<file path="src/rtl/div_hilo_unit_if.sv">
// Request/result bundle between the execute-stage control and the HI/LO divider.
// The master drives the decoded divide request; the slave returns the stall, the done pulse and HI/LO.
interface div_hilo_unit_if #(
    parameter int WIDTH = 32
);
    logic             startE;
    logic             signE;
    logic [WIDTH-1:0] srcaE;
    logic [WIDTH-1:0] srcbE;
    logic             cancel;
    logic             div_stall;
    logic             done;
    logic [WIDTH-1:0] hi_o;
    logic [WIDTH-1:0] lo_o;

    modport master (
        output startE, signE, srcaE, srcbE, cancel,
        input  div_stall, done, hi_o, lo_o
    );

    modport slave (
        input  startE, signE, srcaE, srcbE, cancel,
        output div_stall, done, hi_o, lo_o
    );
endinterface

</file>
<file path="src/rtl/div_hilo_unit.sv">
// Multi-cycle radix-2 restoring divider returning remainder on hi_o and quotient on lo_o.
// Optional DIV_ZERO_FAST_EN: a zero divisor bypasses the iterations and finishes in two cycles.
module div_hilo_unit #(
    parameter int WIDTH = 32,
    parameter int CNT_W = 6
) (
    input  logic          clk,
    input  logic          rst,
    div_hilo_unit_if.slave bus
);

    typedef enum logic [1:0] {
        IDLE,
        RUN,
        FIX,
        DONE
    } state_t;

    localparam logic [CNT_W-1:0] LAST_CNT = CNT_W'(WIDTH - 1);

    state_t             state_q, state_d;
    logic [CNT_W-1:0]   cnt_q, cnt_d;
    logic [WIDTH-1:0]   rem_q, rem_d;
    logic [WIDTH-1:0]   quo_q, quo_d;
    logic [WIDTH-1:0]   dvs_q, dvs_d;
    logic               neg_quo_q, neg_quo_d;
    logic               neg_rem_q, neg_rem_d;
    logic [WIDTH-1:0]   hi_q, hi_d;
    logic [WIDTH-1:0]   lo_q, lo_d;

    logic               accept;
    logic               load;
    logic [WIDTH-1:0]   mag_a;
    logic [WIDTH-1:0]   mag_b;
    logic [WIDTH:0]     rem_sh;
    logic               no_borrow;
    logic [WIDTH-1:0]   rem_step;
    logic [WIDTH-1:0]   quo_step;

    function automatic logic [WIDTH-1:0] magnitude(input logic [WIDTH-1:0] x, input logic is_signed);
        return (is_signed && x[WIDTH-1]) ? -x : x;
    endfunction

    // One restoring step: shift the next dividend bit into the partial remainder and try the divisor.
    always_comb begin
        mag_a     = magnitude(bus.srcaE, bus.signE);
        mag_b     = magnitude(bus.srcbE, bus.signE);
        rem_sh    = {rem_q, quo_q[WIDTH-1]};
        no_borrow = (rem_sh >= {1'b0, dvs_q});
        rem_step  = no_borrow ? WIDTH'(rem_sh - {1'b0, dvs_q}) : rem_sh[WIDTH-1:0];
        quo_step  = {quo_q[WIDTH-2:0], no_borrow};
    end

    assign accept = bus.startE & ~bus.cancel;
    assign load   = accept & ((state_q == IDLE) | (state_q == DONE));

    // NOTE: every signal assigned in this block gets a default first, so no path leaves one
    // unassigned and no latch is inferred.
    always_comb begin
        state_d   = state_q;
        cnt_d     = cnt_q;
        rem_d     = rem_q;
        quo_d     = quo_q;
        dvs_d     = dvs_q;
        neg_quo_d = neg_quo_q;
        neg_rem_d = neg_rem_q;
        hi_d      = hi_q;
        lo_d      = lo_q;

        case (state_q)
            IDLE: state_d = IDLE;
            RUN: begin
                rem_d = rem_step;
                quo_d = quo_step;
                cnt_d = cnt_q + 1'b1;
                if (cnt_q == LAST_CNT) begin
                    state_d = FIX;
                end
            end
            FIX: begin
                lo_d    = neg_quo_q ? -quo_q : quo_q;
                hi_d    = neg_rem_q ? -rem_q : rem_q;
                state_d = DONE;
            end
            DONE: state_d = IDLE;
            default: state_d = IDLE;
        endcase

        // A new request is taken from IDLE, or from DONE for back-to-back divides.
        if (load) begin
            neg_quo_d = bus.signE & (bus.srcaE[WIDTH-1] ^ bus.srcbE[WIDTH-1]);
            neg_rem_d = bus.signE & bus.srcaE[WIDTH-1];
            dvs_d     = mag_b;
            cnt_d     = '0;
`ifdef DIV_ZERO_FAST_EN
            if (bus.srcbE == '0) begin
                rem_d   = mag_a;
                quo_d   = '1;
                state_d = FIX;
            end else begin
                rem_d   = '0;
                quo_d   = mag_a;
                state_d = RUN;
            end
`else
            rem_d   = '0;
            quo_d   = mag_a;
            state_d = RUN;
`endif
        end

        // Abort squashes the divide in flight and leaves the last HI/LO result intact.
        if (bus.cancel) begin
            state_d = IDLE;
            hi_d    = hi_q;
            lo_d    = lo_q;
        end
    end

    // NOTE: sequential state uses non-blocking assignments so every flop samples the
    // pre-edge values computed above, independent of statement order.
    always_ff @(posedge clk or negedge rst) begin
        if (!rst) begin
            state_q   <= IDLE;
            cnt_q     <= '0;
            rem_q     <= '0;
            quo_q     <= '0;
            dvs_q     <= '0;
            neg_quo_q <= 1'b0;
            neg_rem_q <= 1'b0;
            hi_q      <= '0;
            lo_q      <= '0;
        end else begin
            state_q   <= state_d;
            cnt_q     <= cnt_d;
            rem_q     <= rem_d;
            quo_q     <= quo_d;
            dvs_q     <= dvs_d;
            neg_quo_q <= neg_quo_d;
            neg_rem_q <= neg_rem_d;
            hi_q      <= hi_d;
            lo_q      <= lo_d;
        end
    end

    // Stall drops in DONE so the consumer advances in the same cycle the result is presented.
    assign bus.div_stall = ((state_q == IDLE) & bus.startE) | (state_q == RUN) | (state_q == FIX);
    assign bus.done      = (state_q == DONE) & ~bus.cancel;
    assign bus.hi_o      = hi_q;
    assign bus.lo_o      = lo_q;

endmodule

</file>
<file path="src/flat_wrapper.sv">
// flat-port wrapper written by rule: the top's interface ports become plain ports
module div_hilo_unit_flat 
#(
    parameter int WIDTH = 32,
    parameter int CNT_W = 6
)
  (clk, rst, bus_startE, bus_signE, bus_srcaE, bus_srcbE, bus_cancel, bus_div_stall, bus_done, bus_hi_o, bus_lo_o);
  div_hilo_unit_if #(.WIDTH(WIDTH)) bus_i ();
  input  logic clk;
  input  logic rst;
  input wire logic [$bits(bus_i.startE)-1:0] bus_startE;
  input wire logic [$bits(bus_i.signE)-1:0] bus_signE;
  input wire logic [$bits(bus_i.srcaE)-1:0] bus_srcaE;
  input wire logic [$bits(bus_i.srcbE)-1:0] bus_srcbE;
  input wire logic [$bits(bus_i.cancel)-1:0] bus_cancel;
  output wire logic [$bits(bus_i.div_stall)-1:0] bus_div_stall;
  output wire logic [$bits(bus_i.done)-1:0] bus_done;
  output wire logic [$bits(bus_i.hi_o)-1:0] bus_hi_o;
  output wire logic [$bits(bus_i.lo_o)-1:0] bus_lo_o;
  assign bus_i.startE = bus_startE;
  assign bus_i.signE = bus_signE;
  assign bus_i.srcaE = bus_srcaE;
  assign bus_i.srcbE = bus_srcbE;
  assign bus_i.cancel = bus_cancel;
  assign bus_div_stall = bus_i.div_stall;
  assign bus_done = bus_i.done;
  assign bus_hi_o = bus_i.hi_o;
  assign bus_lo_o = bus_i.lo_o;
  div_hilo_unit #(.WIDTH(WIDTH), .CNT_W(CNT_W)) u_core (.clk(clk), .rst(rst), .bus(bus_i));
endmodule
</file>
<file path="config.mk">
export PLATFORM = sky130hd
export DESIGN_NAME = div_hilo_unit_flat
export DESIGN_NICKNAME = d
export VERILOG_FILES = /design/src/rtl/div_hilo_unit_if.sv /design/src/rtl/div_hilo_unit.sv /design/src/flat_wrapper.sv
export SDC_FILE = /design/constraint.sdc
export NUM_CORES = 1
export LEC_CHECK = 0
export CORE_UTILIZATION = 47
export CTS_CLUSTER_SIZE = 20
export DETAILED_ROUTE_END_ITERATION = 16
export PLACE_DENSITY = 0.69
export RECOVER_POWER = 25
export SLEW_MARGIN = 25
export SYNTH_ARGS = -nofsm -noshare
export SYNTH_HDL_FRONTEND = slang
export SYNTH_SLANG_ARGS = --single-unit
</file>
<file path="constraint.sdc">
create_clock -name clk -period 4.82 [get_ports clk]
set_input_delay 0.482 -clock clk [delete_from_list [all_inputs] [get_ports clk]]
set_output_delay 0.482 -clock clk [all_outputs]
set_load 0.03 [all_outputs]
</file>
; ---- After elaboration in Yosys (flattened, before gate mapping)
; Cells that the tools add are included.
[totals]
register_bits = 170
output_inout_bits = 66
wordCells = 53
[op_classes]
n_addsub = 6
magnitude_cmp = 1
eq_ne = 5
n_mux = 15
bitwise = 11
n_reduce_logical = 6
[op_table]
columns = op, count
row1 = 32-bit 2-to-1 mux, 9
row2 = 32-bit negator, 4
row3 = 33-bit by 32-bit >= comparator with 1-bit output, 1
row4 = 32-bit subtractor, 1
row5 = 6-bit 2-to-1 mux, 2
row6 = "6-bit by 1-bit adder with 6-bit output, second input constant", 1
row7 = 1-bit AND, 6
row8 = "6-bit by 5-bit equality test with 1-bit output, second input constant", 1
row9 = 2-bit 2-to-1 mux, 3
row10 = 2-bit one-hot mux with 3 select lines, 1
row11 = "2-bit equality test, second input constant", 2
row12 = "4-bit by 2-bit inequality test with 1-bit output, second input constant", 1
row13 = 1-bit bitwise OR, 3
row14 = "2-bit by 1-bit equality test with 1-bit output, second input constant", 1
row15 = 1-bit logical AND, 2
row16 = 2-bit logical NOT, 1
row17 = 2-bit AND reduction, 1
row18 = 2-bit nonzero test, 1
row19 = 2-bit OR reduction, 1
row20 = 1-bit NOT, 1
row21 = 1-bit XOR, 1

; ---- Depth between registers and ports, before layout
; Gate-level depths: netlist (run 1).
[depth]
depth_word = 5
depth_mapped = 13

; ---- Worst setup path before layout (run 1)
; OpenSTA, ideal clock, no wires.
[synth_path]
path_kind = flip-flop to flip-flop
from = register u_core.quo_q[8]
to = register u_core.lo_q[29], in the netlist u_core.bus.lo_o[29]
setup_time_ns = 0.132
arrival_ns = 2.892
required_time_ns = 4.688
setup_slack_ns = 1.796
stages_incl_launch_ff = 9
path_buffers = 0
synth_period_minus_slack_ns = 3.024
cell_sequence = dfrtp_1 -> or4_4 -> or3_4 -> or3_4 -> or3_4 -> or4_4 -> o41ai_2 -> xor2_1 -> o21ai_1
[synth_via]
elab_chain_cells = 2
[synth_lines]
columns = item, line
row1 = start: declaration, div_hilo_unit.sv:24  ; logic [WIDTH-1:0] quo_q, quo_d;
row2 = start signal: assignment, div_hilo_unit.sv:137  ; quo_q <= quo_d;
row3 = 32-bit negator, div_hilo_unit.sv:81  ; lo_d = neg_quo_q ? -quo_q : quo_q;
row4 = 32-bit 2-to-1 mux, div_hilo_unit.sv:81
row5 = end signal: assignment, div_hilo_unit.sv:142  ; lo_q <= lo_d;
row6 = end: declaration, div_hilo_unit.sv:29  ; logic [WIDTH-1:0] lo_q, lo_d;
; No other way between the ends.
; A chain may end at the register's enable or synchronous reset.

; ---- Worst setup path after layout (run 1)
[layout_path]
from = register u_core.quo_q[31]
to = register u_core.rem_q[26]
[layout_via]
elab_chain_cells = 4
word_cells_on_any_way = 5
[layout_lines]
columns = item, line
row1 = 32-bit subtractor or 33-bit by 32-bit >= comparator with 1-bit output (tied branches), "div_hilo_unit.sv:50, div_hilo_unit.sv:49"
row2 = 32-bit 2-to-1 mux (*), div_hilo_unit.sv:50  ; rem_step = no_borrow ? WIDTH'(rem_sh - {1'b0, dvs_q}) : rem_sh[WIDTH-1:0];
row3 = 32-bit 2-to-1 mux (*), div_hilo_unit.sv:70  ; case (state_q)
row4 = 32-bit 2-to-1 mux (*), div_hilo_unit.sv:90  ; if (load) begin
row5 = end signal: assignment, div_hilo_unit.sv:136  ; rem_q <= rem_d;
row6 = end: declaration, div_hilo_unit.sv:23  ; logic [WIDTH-1:0] rem_q, rem_d;
; Every way passes the cells marked *; elsewhere a longest branch is shown, timed or not. The select of a mux whose other input is x is not followed.

==> key figures, run 1 <==
Clocking
  – Clock Pin Slew Worst Setup and Hold Paths: 70 ps
  – # resized after CTS: 0
  – Cts hold-fix bufs: 0
  – H-tree Lvls: 4
  – CTS Buf Count: 17
  – Clock Sinks: 170
  – Clock tree buffer depth: 2
  – Setup Buffers After CTS: 0
  – Clock root buffer: clkbuf_16
  – Clk_lat worst skew: 440 ps
  – TritonCTS clock tree: done

Yosys
  – Synth top area share: 0.3760
  – Yosys warnings: 0
  – Seq/Total Area, Yosys: 0.3760
  – Mean Syn Cell Area: 8.468 um2
  – Post-Synthesis Cells: 1336
  – Synthesized flop and latch total: 170
  – Post-synth EDFFs: 0
  – Syn Std Cell Area: 0.01131 mm2
  – Dominant synthesized flop cell: dfrtp_1
  – Area leader, netlist: dfrtp_1
  – Async SR Flop Fraction: 1.000
  – Top post-synthesis cells by area: dfrtp_1, o21ai_0, xor2_1
  – Syn nets: 1449
  – Synth cell types: 58

Pwr
  – Power, Total: 10.38 mW
  – PD cells: 770.7 mW/mm2
  – Static Leak: 5.602 nW
  – Peak VDD IR: 0.3060 mV

STA
  – Clock Skew: 13.36 ps
  – Unrepaired setup endpoints after global routing: false
  – Fin crit period: 3428 ps
  – Max Slew Vio Count: 135
  – # setup viols final: 0
  – Slew HR: -0.7318
  – Setup TNS: 0 ps
  – Final setup margin: 1392 ps
  – Hold Fails Final Rpt: 0
  – Part of the cycle the worst path needs: 0.7112
  – Slew @ Worst Pin: 2598 ps
  – Fmax: 291.7 MHz

Routing
  – First-pass DRT Iterations: 5
  – WL final: 28.45 mm
  – Avg WL per Cell: 16.18 um
  – 1st-iter DRT viols: 618
  – Final ANT Viol Nets: 0
  – DR DRC count: 0
  – Vias per cell: 5.507
  – Via count: 9682

Die
  – Die Footprint: 0.02470 mm2
  – Rows: 56
  – Die width: 157.2 um
  – Chip height: 157.2 um
  – Initial Util: 0.4805
  – Core Region: 0.02354 mm2
  – Num ports: 135

Setup path
  – Crit path capture type: register
  – Worst Path Required: 5170 ps
  – WS Path Type: register to register
  – Crit path launch type: register
  – Worst-path fanout max: 5
  – Crit path DAT: 3770 ps

Placed design
  – GP Congestion: 0.9087
  – DP HPWL: 21.12 mm
  – Pre-CTS setup slack: 996.5 ps
  – IO buf count: 134

GRT
  – Gr usage total: 0.2387
  – Antenna violations before repair: 0
  – Largest net degree at the start of global routing: 103
  – Global-route wire length before repair: 46.42 mm
  – Vias in the first global route: 8971
  – Global route overflow: 0

Job
  – Maxcap violations: 2

Layout
  – Area of the multi-input gates: 0.006601 mm2
  – Share of layout cells above drive strength 1: 0.04656
  – Most common cell after layout, fill and taps aside: o21ai_0
  – FILL cells: 2161
  – Reg area: 0.004254 mm2
  – Most frequent cells in the layout: o21ai_0, nand2_1, dfrtp_1
  – Net count, final: 1539
  – Area grow syn2layout: 19.09%
  – ANT cells: 0

Run status
  – Status: finished with violations
  – Failing checks: max-capacitance violations, max-slew violations

Hold path
  – Worst hold path class: register to register
## cells in the mapped netlist (5+ instances only)
| cell type | number |
|---|---|
| a211oi_1 | 7 |
| a21o_1 | 13 |
| a21oi_1 | 86 |
| a31oi_1 | 10 |
| and2_1 | 5 |
| and3_1 | 8 |
| buf_1 | 13 |
| clkbuf_1 | 60 |
| dfrtp_1 | 170 |
| ha_1 | 43 |
| inv_1 | 57 |
| mux2i_1 | 49 |
| nand2_1 | 193 |
| nand2b_1 | 10 |
| nand3_1 | 17 |
| nand4_1 | 9 |
| nor2_1 | 50 |
| nor2b_1 | 10 |
| nor3_1 | 22 |
| nor4_1 | 14 |
| o211ai_1 | 5 |
| o21ai_0 | 202 |
| o21bai_1 | 6 |
| o31ai_1 | 27 |
| o41ai_1 | 14 |
| or2_2 | 8 |
| or3_1 | 10 |
| or4_1 | 14 |
| xnor2_1 | 56 |
| xor2_1 | 96 |
## state kept, by name, summed over array words and instances (netlist names)
| signal | count |
|---|---|
| u_core.neg_rem_q | 1 |
| u_core.quo_q | 32 |
| u_core.dvs_q | 32 |
| u_core.state_q | 2 |
| u_core.bus.hi_o | 32 |
| u_core.neg_quo_q | 1 |
| u_core.rem_q | 32 |
| u_core.cnt_q | 6 |
| u_core.bus.lo_o | 32 |
## kinds of logic after synthesis
family | count (synthesis) | synth area share
adders and majority gates | 44 | 0.04933
AOI/OAI and AO/OA | 401 | 0.2057
buffers and inverters | 130 | 0.04313
and+or+nand+nor | 389 | 0.1638
muxes | 50 | 0.04435
xor gates and xnor gates | 152 | 0.1177
DFF | 170 | 0.3760
## final cells by class
| class | instances | share of cell area |
|---|---|---|
| multi-input cells | 1036 | 0.4900 |
| flip-flops and latches | 170 | 0.3158 |
| repair buffers | 144 | 0.1060 |
| clock buffers | 17 | 0.03158 |
| well taps | 319 | 0.02962 |
| inverters | 57 | 0.01588 |
| clock inverters | 15 | 0.01124 |
## critical path, stage by stage, from the launching register on
cell and delay, ps:
dfrtp_1 400, inv_1 120, ha_1 160, inv_1 50
fa_1 400, a21oi_1 230, o211ai_1 110, a31oi_1 490
o21ai_0 280, or2_2 370, a41o_1 260, xor2_1 130
mux2i_1 90, a211oi_1 240
## worst paths after layout
| kind | slack [ps] | startpoint | to | cells after the start |
|---|---|---|---|---|
| setup / recovery | 1390 | u_core.quo_q[31] | u_core.rem_q[26] | 13 |
| hold / removal | 480 | u_core.bus.hi_o[30] | u_core.bus.hi_o[30] | 2 |
| setup reg to reg | 1390 | u_core.quo_q[31] | u_core.rem_q[26] | 13 |
| hold reg to reg | 480 | u_core.bus.hi_o[30] | u_core.bus.hi_o[30] | 2 |
| max in group asynchronous | 1440 | rst | u_core.bus.hi_o[2] | 2 |
| min in group asynchronous | 830 | rst | u_core.cnt_q[1] | 1 |
## through the flow
step | cells | hold WS, ps | cell area [um2] | util
after detailed placement | 1725 | 468.5 | 12880 | 0.5470
after CTS | 1757 | 200.7 | 13460 | 0.5715
after floorplan | 1336 | 186.4 | 11310 | -
after global placement | 1725 | 461.0 | 12880 | 0.5470
after global routing | 1758 | 496.1 | 13470 | 0.5723
final | 1758 | 476.7 | 13470 | 0.5723
## where the power goes
part	switching, mW	internal [mW]
Sequential	0.763	2.07
Combinational	3.63	2.56
Clock	0.668	0.690
## per-layer routing
layer	track usage	wire (um)	part of all wire	up-vias
met4	0.06056	427	0.015	0
met5	0	0	0	-
li1	-	-	-	4894
met3	0.03276	1378	0.048	32
met1	0.3711	14850	0.52	4501
met2	0.3441	11800	0.41	255
Note: power is estimated with default switching activity, not from simulation.
==> run 2, diff against run 1 <==
- PLACE_DENSITY: 0.69 -> 0.72
- clock period: 4.82 -> 3.08 ns (I/O delays scaled with it)
==> run 2 against run 1 <==
Compared with the run above:
- critical endpoint is now u_core.bus.lo_o[29]
- hold slack better by 3.3 ps
- the run still ends with max-capacitance violations, max-slew violations left
- highest routed layer unchanged
- flip-flop and latch count unchanged
- power grew 66%
- first-iteration DRC count grew 4.9%
- via count up 4.9%
==> key figures, run 2 (same netlist as run 1, synthesis figures left out) <==
Routing
  – 1st-iter DRT viols: 648
  – Via count: 10160
  – Vias per cell: 5.524
  – Final ANT Viol Nets: 0
  – WL final: 29.37 mm
  – Avg WL per Cell: 15.97 um
  – DR DRC count: 0
  – First-pass DRT Iterations: 5

Layout
  – FILL cells: 2130
  – Net count, final: 1620
  – Most frequent cells in the layout: o21ai_0, nand2_1, dfrtp_1
  – ANT cells: 0
  – Most common cell after layout, fill and taps aside: o21ai_0
  – Final Util: 0.6032
  – Design area: 0.01420 mm2
  – Area grow syn2layout: 25.51%
  – Share of layout cells above drive strength 1: 0.1000

STA
  – # setup viols final: 0
  – Part of the cycle the worst path needs: 0.9975
  – Final setup margin: 7.681 ps
  – Fmax: 325.5 MHz
  – Slew @ Worst Pin: 1772 ps
  – Unrepaired setup endpoints after global routing: true
  – Fin crit period: 3072 ps
  – Hold Fails Final Rpt: 0
  – Hold Slack: 479.9 ps
  – Max Slew Vio Count: 66
  – Slew HR: -0.1815
  – Clock Skew: 11.92 ps
  – Setup TNS: 0 ps

Hold path
  – Worst hold path class: register to register
  – Hold_sp: u_core.dvs_q[13]

Setup path
  – Worst-path fanout max: 4
  – Critical path cell sequence: or4_4 -> or3_4 -> or3_4 -> or3_4 -> or4_4 -> o41ai_4 -> xor2_1 -> o21ai_1
  – Crit path capture type: register
  – Crit path launch type: register
  – Critical path's top delay family: simple AND/OR/NAND/NOR gates
  – Beginning of the critical path: u_core.quo_q[10]
  – Crit path top cell by count: or3_4
  – WS Path Type: register to register
  – CP max stage cell: or4_4
  – Worst path bufs/invs: 0
  – Worst Path Required: 3400 ps
  – RR Startpoint: u_core.quo_q[10]
  – CP peak stage delay: 560 ps
  – Crit path DAT: 3390 ps

Die
  – Num ports: 135
  – Initial Util: 0.4805
  – Chip height: 157.2 um
  – Core Region: 0.02354 mm2
  – Die width: 157.2 um
  – Die Footprint: 0.02470 mm2
  – Rows: 56

Pwr
  – Static Leak: 6.043 nW
  – PD cells: 1211 mW/mm2
  – Peak VDD IR: 0.6652 mV

Run status
  – Failing checks: max-capacitance violations, max-slew violations
  – Status: finished with violations

Clocking
  – Clock root buffer: clkbuf_16
  – Clk_lat worst skew: 440 ps
  – H-tree Lvls: 4
  – TritonCTS clock tree: done
  – Clock Sinks: 170
  – Clock Pin Slew Worst Setup and Hold Paths: 70 ps
  – CTS Buf Count: 17
  – Clock tree buffer depth: 2

GRT
  – Largest net degree at the start of global routing: 80
  – Global-route wire length before repair: 48.41 mm
  – Antenna violations before repair: 0
  – Vias in the first global route: 9617
  – Gr usage total: 0.2485
  – Global route overflow: 0

Placed design
  – Dpl cell area: 0.01353 mm2
  – GP Congestion: 0.9121
  – Pre-CTS setup slack: -252.2 ps
  – IO buf count: 134
  – DP HPWL: 22.43 mm

Job
  – Maxcap violations: 1
run 2: cell count changes in the layout (fill, tap and decap cells not counted), sizes merged:
cell         change
clkinv           +3
buf             +80
clkinvlp         -3
dlygate4sd3      +1
run 2: per-layer routing:
metal / GRT usage / share of wire / vias to the layer above
met5: 0 / 0 / -
met4: 0.06241 / 0.012 / 0
met3: 0.03497 / 0.061 / 23
met2: 0.3824 / 0.44 / 304
met1: 0.3661 / 0.49 / 4771
li1: - / - / 5060
run 2: path summary, 6_finish.rpt:
path / end / slack (ps) / depth (start not counted)
setup / recovery: u_core.bus.lo_o[29] / 8 / 8
hold / removal: u_core.dvs_q[13] / 480 / 2
setup reg to reg: u_core.bus.lo_o[29] / 8 / 8
hold reg to reg: u_core.dvs_q[13] / 480 / 2
max in group asynchronous: u_core.bus.hi_o[17] / 830 / 3
min in group asynchronous: u_core.quo_q[5] / 860 / 2
run 2: tightest hold or removal path: cells and delay by family, from the launching register on:
family	cells	cell delay, ps
flops	1	340
compound gates	1	60
simple gates	1	50
run 2: repair_timing:
item | 4_1_cts | 5_1_grt
hold endpoints to repair | 62 | 0
gates resized for setup | 1 | 6
pin swaps | 0 | 3
setup endpoints to repair | 1 | 7
hold buffers | 1 | 0
setup buffers | 0 | 2
run 2: final cells by class:
type / instances / area (um2) / share of cell area
Sequential cell: 170 / 4254 / 0.2996
Timing Repair Buffer: 225 / 2081 / 0.1465
Multi-Input combinational cell: 1036 / 6633 / 0.4671
Tap cell: 319 / 399.1 / 0.02811
Clock buffer: 17 / 425.4 / 0.02996
Inverter: 57 / 214.0 / 0.01507
Clock inverter: 15 / 193.9 / 0.01366
run 2: report_power, final:
| part | internal [mW] | total (mW) | switching, mW |
|---|---|---|---|
| sequential | 3.24 | 4.16 | 0.916 |
| clock | 1.12 | 2.21 | 1.09 |
| combinational | 4.64 | 10.8 | 6.19 |
run 2: per-stage QoR:
stage	total power, mW	cells
floorplan	11.19	1336
global placement	14.62	1804
detailed placement	14.82	1804
CTS	17.11	1837
global route	18.53	1839
finish	17.20	1839
==> run 3, diff against run 2 <==
- SKIP_LAST_GASP: unset -> 1
==> run 3 against run 2 <==
Compared with the run above:
- the flow still finishes with violations (max-capacitance violations, max-slew violations)
- clock skew fell by 2.3 ps
- combinational power is essentially flat
- critical endpoint unchanged
- power hardly changed
- final cell count unchanged
==> key figures, run 3 (same netlist as run 1, synthesis figures left out) <==
Run status
  – Status: finished with violations
  – Failing checks: max-capacitance violations, max-slew violations

Routing
  – DR DRC count: 0
  – WL final: 29.34 mm
  – Final ANT Viol Nets: 0
  – Avg WL per Cell: 15.96 um
  – Vias per cell: 5.530
  – First-pass DRT Iterations: 6
  – 1st-iter DRT viols: 634
  – Via count: 10170

Setup path
  – Beginning of the critical path: u_core.quo_q[10]
  – CP max stage cell: or4_4
  – Critical path endpoint: u_core.bus.lo_o[29]
  – WS Path Type: register to register
  – CP peak stage delay: 560 ps
  – Reg2reg path depth: 8
  – Crit path capture type: register
  – Worst Path Required: 3400 ps
  – Crit path top cell by count: or3_4
  – Crit Reg-Reg Endpoint: u_core.bus.lo_o[29]
  – Critical path cell sequence: or4_4 -> or3_4 -> or3_4 -> or3_4 -> or4_4 -> o41ai_4 -> xor2_1 -> o21ai_1
  – Worst path bufs/invs: 0
  – Crit path launch type: register
  – Crit path DAT: 3400 ps
  – RR Startpoint: u_core.quo_q[10]
  – Logic depth of the worst setup path including buffers: 8
  – Reg2reg setup slack: 6 ps
  – Worst-path fanout max: 4
  – Critical path's top delay family: simple AND/OR/NAND/NOR gates

STA
  – Hold Fails Final Rpt: 0
  – Fin crit period: 3074 ps
  – Fmax: 325.4 MHz
  – Part of the cycle the worst path needs: 0.9979
  – Clock Skew: 9.650 ps
  – Unrepaired setup endpoints after global routing: true
  – Setup TNS: 0 ps
  – Final setup margin: 6.388 ps
  – Slew @ Worst Pin: 1751 ps
  – Slew HR: -0.1670
  – Max Slew Vio Count: 67
  – # setup viols final: 0

Die
  – Chip height: 157.2 um
  – Initial Util: 0.4805
  – Die Footprint: 0.02470 mm2
  – Die width: 157.2 um
  – Core Region: 0.02354 mm2
  – Rows: 56
  – Num ports: 135

Placed design
  – Pre-CTS setup slack: -252.2 ps
  – IO buf count: 134
  – Dpl cell area: 0.01353 mm2
  – DP HPWL: 22.43 mm
  – GP Congestion: 0.9121

Pwr
  – Switch Pwr: 8.209 mW
  – Power share of the sequential group: 0.242
  – Peak VDD IR: 0.6635 mV
  – PD cells: 1213 mW/mm2
  – Static Leak: 6.038 nW
  – Internal: 9.003 mW
  – Combinational Power Share: 0.630
  – Sw Share: 0.4769
  – Clock share of power: 0.129

Clocking
  – Clk_lat worst skew: 440 ps
  – Clock Sinks: 170
  – H-tree Lvls: 4
  – CTS Buf Count: 17
  – TritonCTS clock tree: done
  – Clock Pin Slew Worst Setup and Hold Paths: 70 ps
  – Clock root buffer: clkbuf_16
  – Clock tree buffer depth: 2

Hold path
  – Worst hold path class: register to register

Layout
  – Most common cell after layout, fill and taps aside: o21ai_0
  – Most frequent cells in the layout: o21ai_0, nand2_1, dfrtp_1
  – ANT cells: 0
  – Final Util: 0.6026
  – Area of the multi-input gates: 0.006635 mm2
  – FILL cells: 2131
  – Area grow syn2layout: 25.40%
  – Share of layout cells above drive strength 1: 0.1000
  – Reg area: 0.004254 mm2
  – Design area: 0.01419 mm2
  – Net count, final: 1620

GRT
  – Met1 Use GR: 0.3661
  – Met2 usage: 0.3824
  – Vias in the first global route: 9617
  – Antenna violations before repair: 0
  – Global-route wire length before repair: 48.41 mm
  – Gr usage total: 0.2485
  – Global-route met3 utilization: 0.03497
  – Global route overflow: 0
  – Largest net degree at the start of global routing: 80
  – Grt peak-use layer: met2

Job
  – Maxcap violations: 1
-- run 3: changes by cell type in the layout (fill, tap and decap cells not counted) --
cell | before | now
or2_2 | 8 | 7
buf_12 | 5 | 4
clkbuf_2 | 1 | 2
or2_4 | 0 | 1
-- run 3: repair_timing --
| action | in CTS | in global routing |
|---|---|---|
| hold buffers | 1 | 0 |
| buffers inserted | 0 | 2 |
| gates resized for setup | 0 | 8 |
| pin swaps | 0 | 2 |
| endpoints found under the hold margin | 62 | 0 |
| endpoints found under the setup margin | 1 | 8 |
-- run 3: worst min path at each step --
stage | start | endpoint | slack (ps) | depth (start not counted)
after floorplan | rst | u_core.bus.hi_o[0] | 10 | 0
after global placement | rst | u_core.quo_q[5] | 360 | 1
after detailed placement | rst | u_core.quo_q[5] | 360 | 1
after CTS | rst | u_core.quo_q[5] | 450 | 2
after global routing | u_core.bus.lo_o[2] | u_core.bus.lo_o[2] | 500 | 2
final | u_core.dvs_q[13] | u_core.dvs_q[13] | 480 | 2
-- run 3: power by group through the flow --
stage	Clock (mW)	Sequential, mW	Combinational (mW)
CTS	2.25	4.12	10.7
global route	2.33	4.30	11.9
detailed placement	0	4.17	10.7
global placement	0	4.11	10.5
finish	2.21	4.16	10.8
floorplan	0	4.74	6.46
-- run 3: final cells by class --
cell class	instances	area share
Clock buffer	17	0.02998
Timing Repair Buffer	225	0.1456
Inverter	57	0.01508
Tap cell	319	0.02813
Multi-Input combinational cell	1036	0.4677
Sequential cell	170	0.2998
Clock inverter	15	0.01367
-- run 3: per-stage QoR --
| stage | total power, mW | std cells | hold WS (ps) |
|---|---|---|---|
| finish | 17.21 | 1839 | 480.1 |
| global placement | 14.62 | 1804 | 358.5 |
| global route | 18.54 | 1839 | 499.6 |
| floorplan | 11.19 | 1336 | 12.41 |
| CTS | 17.10 | 1837 | 453.4 |
| detailed placement | 14.82 | 1804 | 359.1 |
-- run 3: worst reg2reg max path, stage by stage, from the launching register on --
cell	delay, ps
dfrtp_1	380
or4_4	560
or3_4	360
or3_4	380
or3_4	350
or4_4	470
o41ai_4	230
xor2_1	170
o21ai_1	70
-- run 3: layer usage --
metal | wire, um | vias up
met3 | 1780 | 26
met4 | 380 | 0
met2 | 12890 | 289
met5 | 0 | -
li1 | - | 5067
met1 | 14300 | 4787
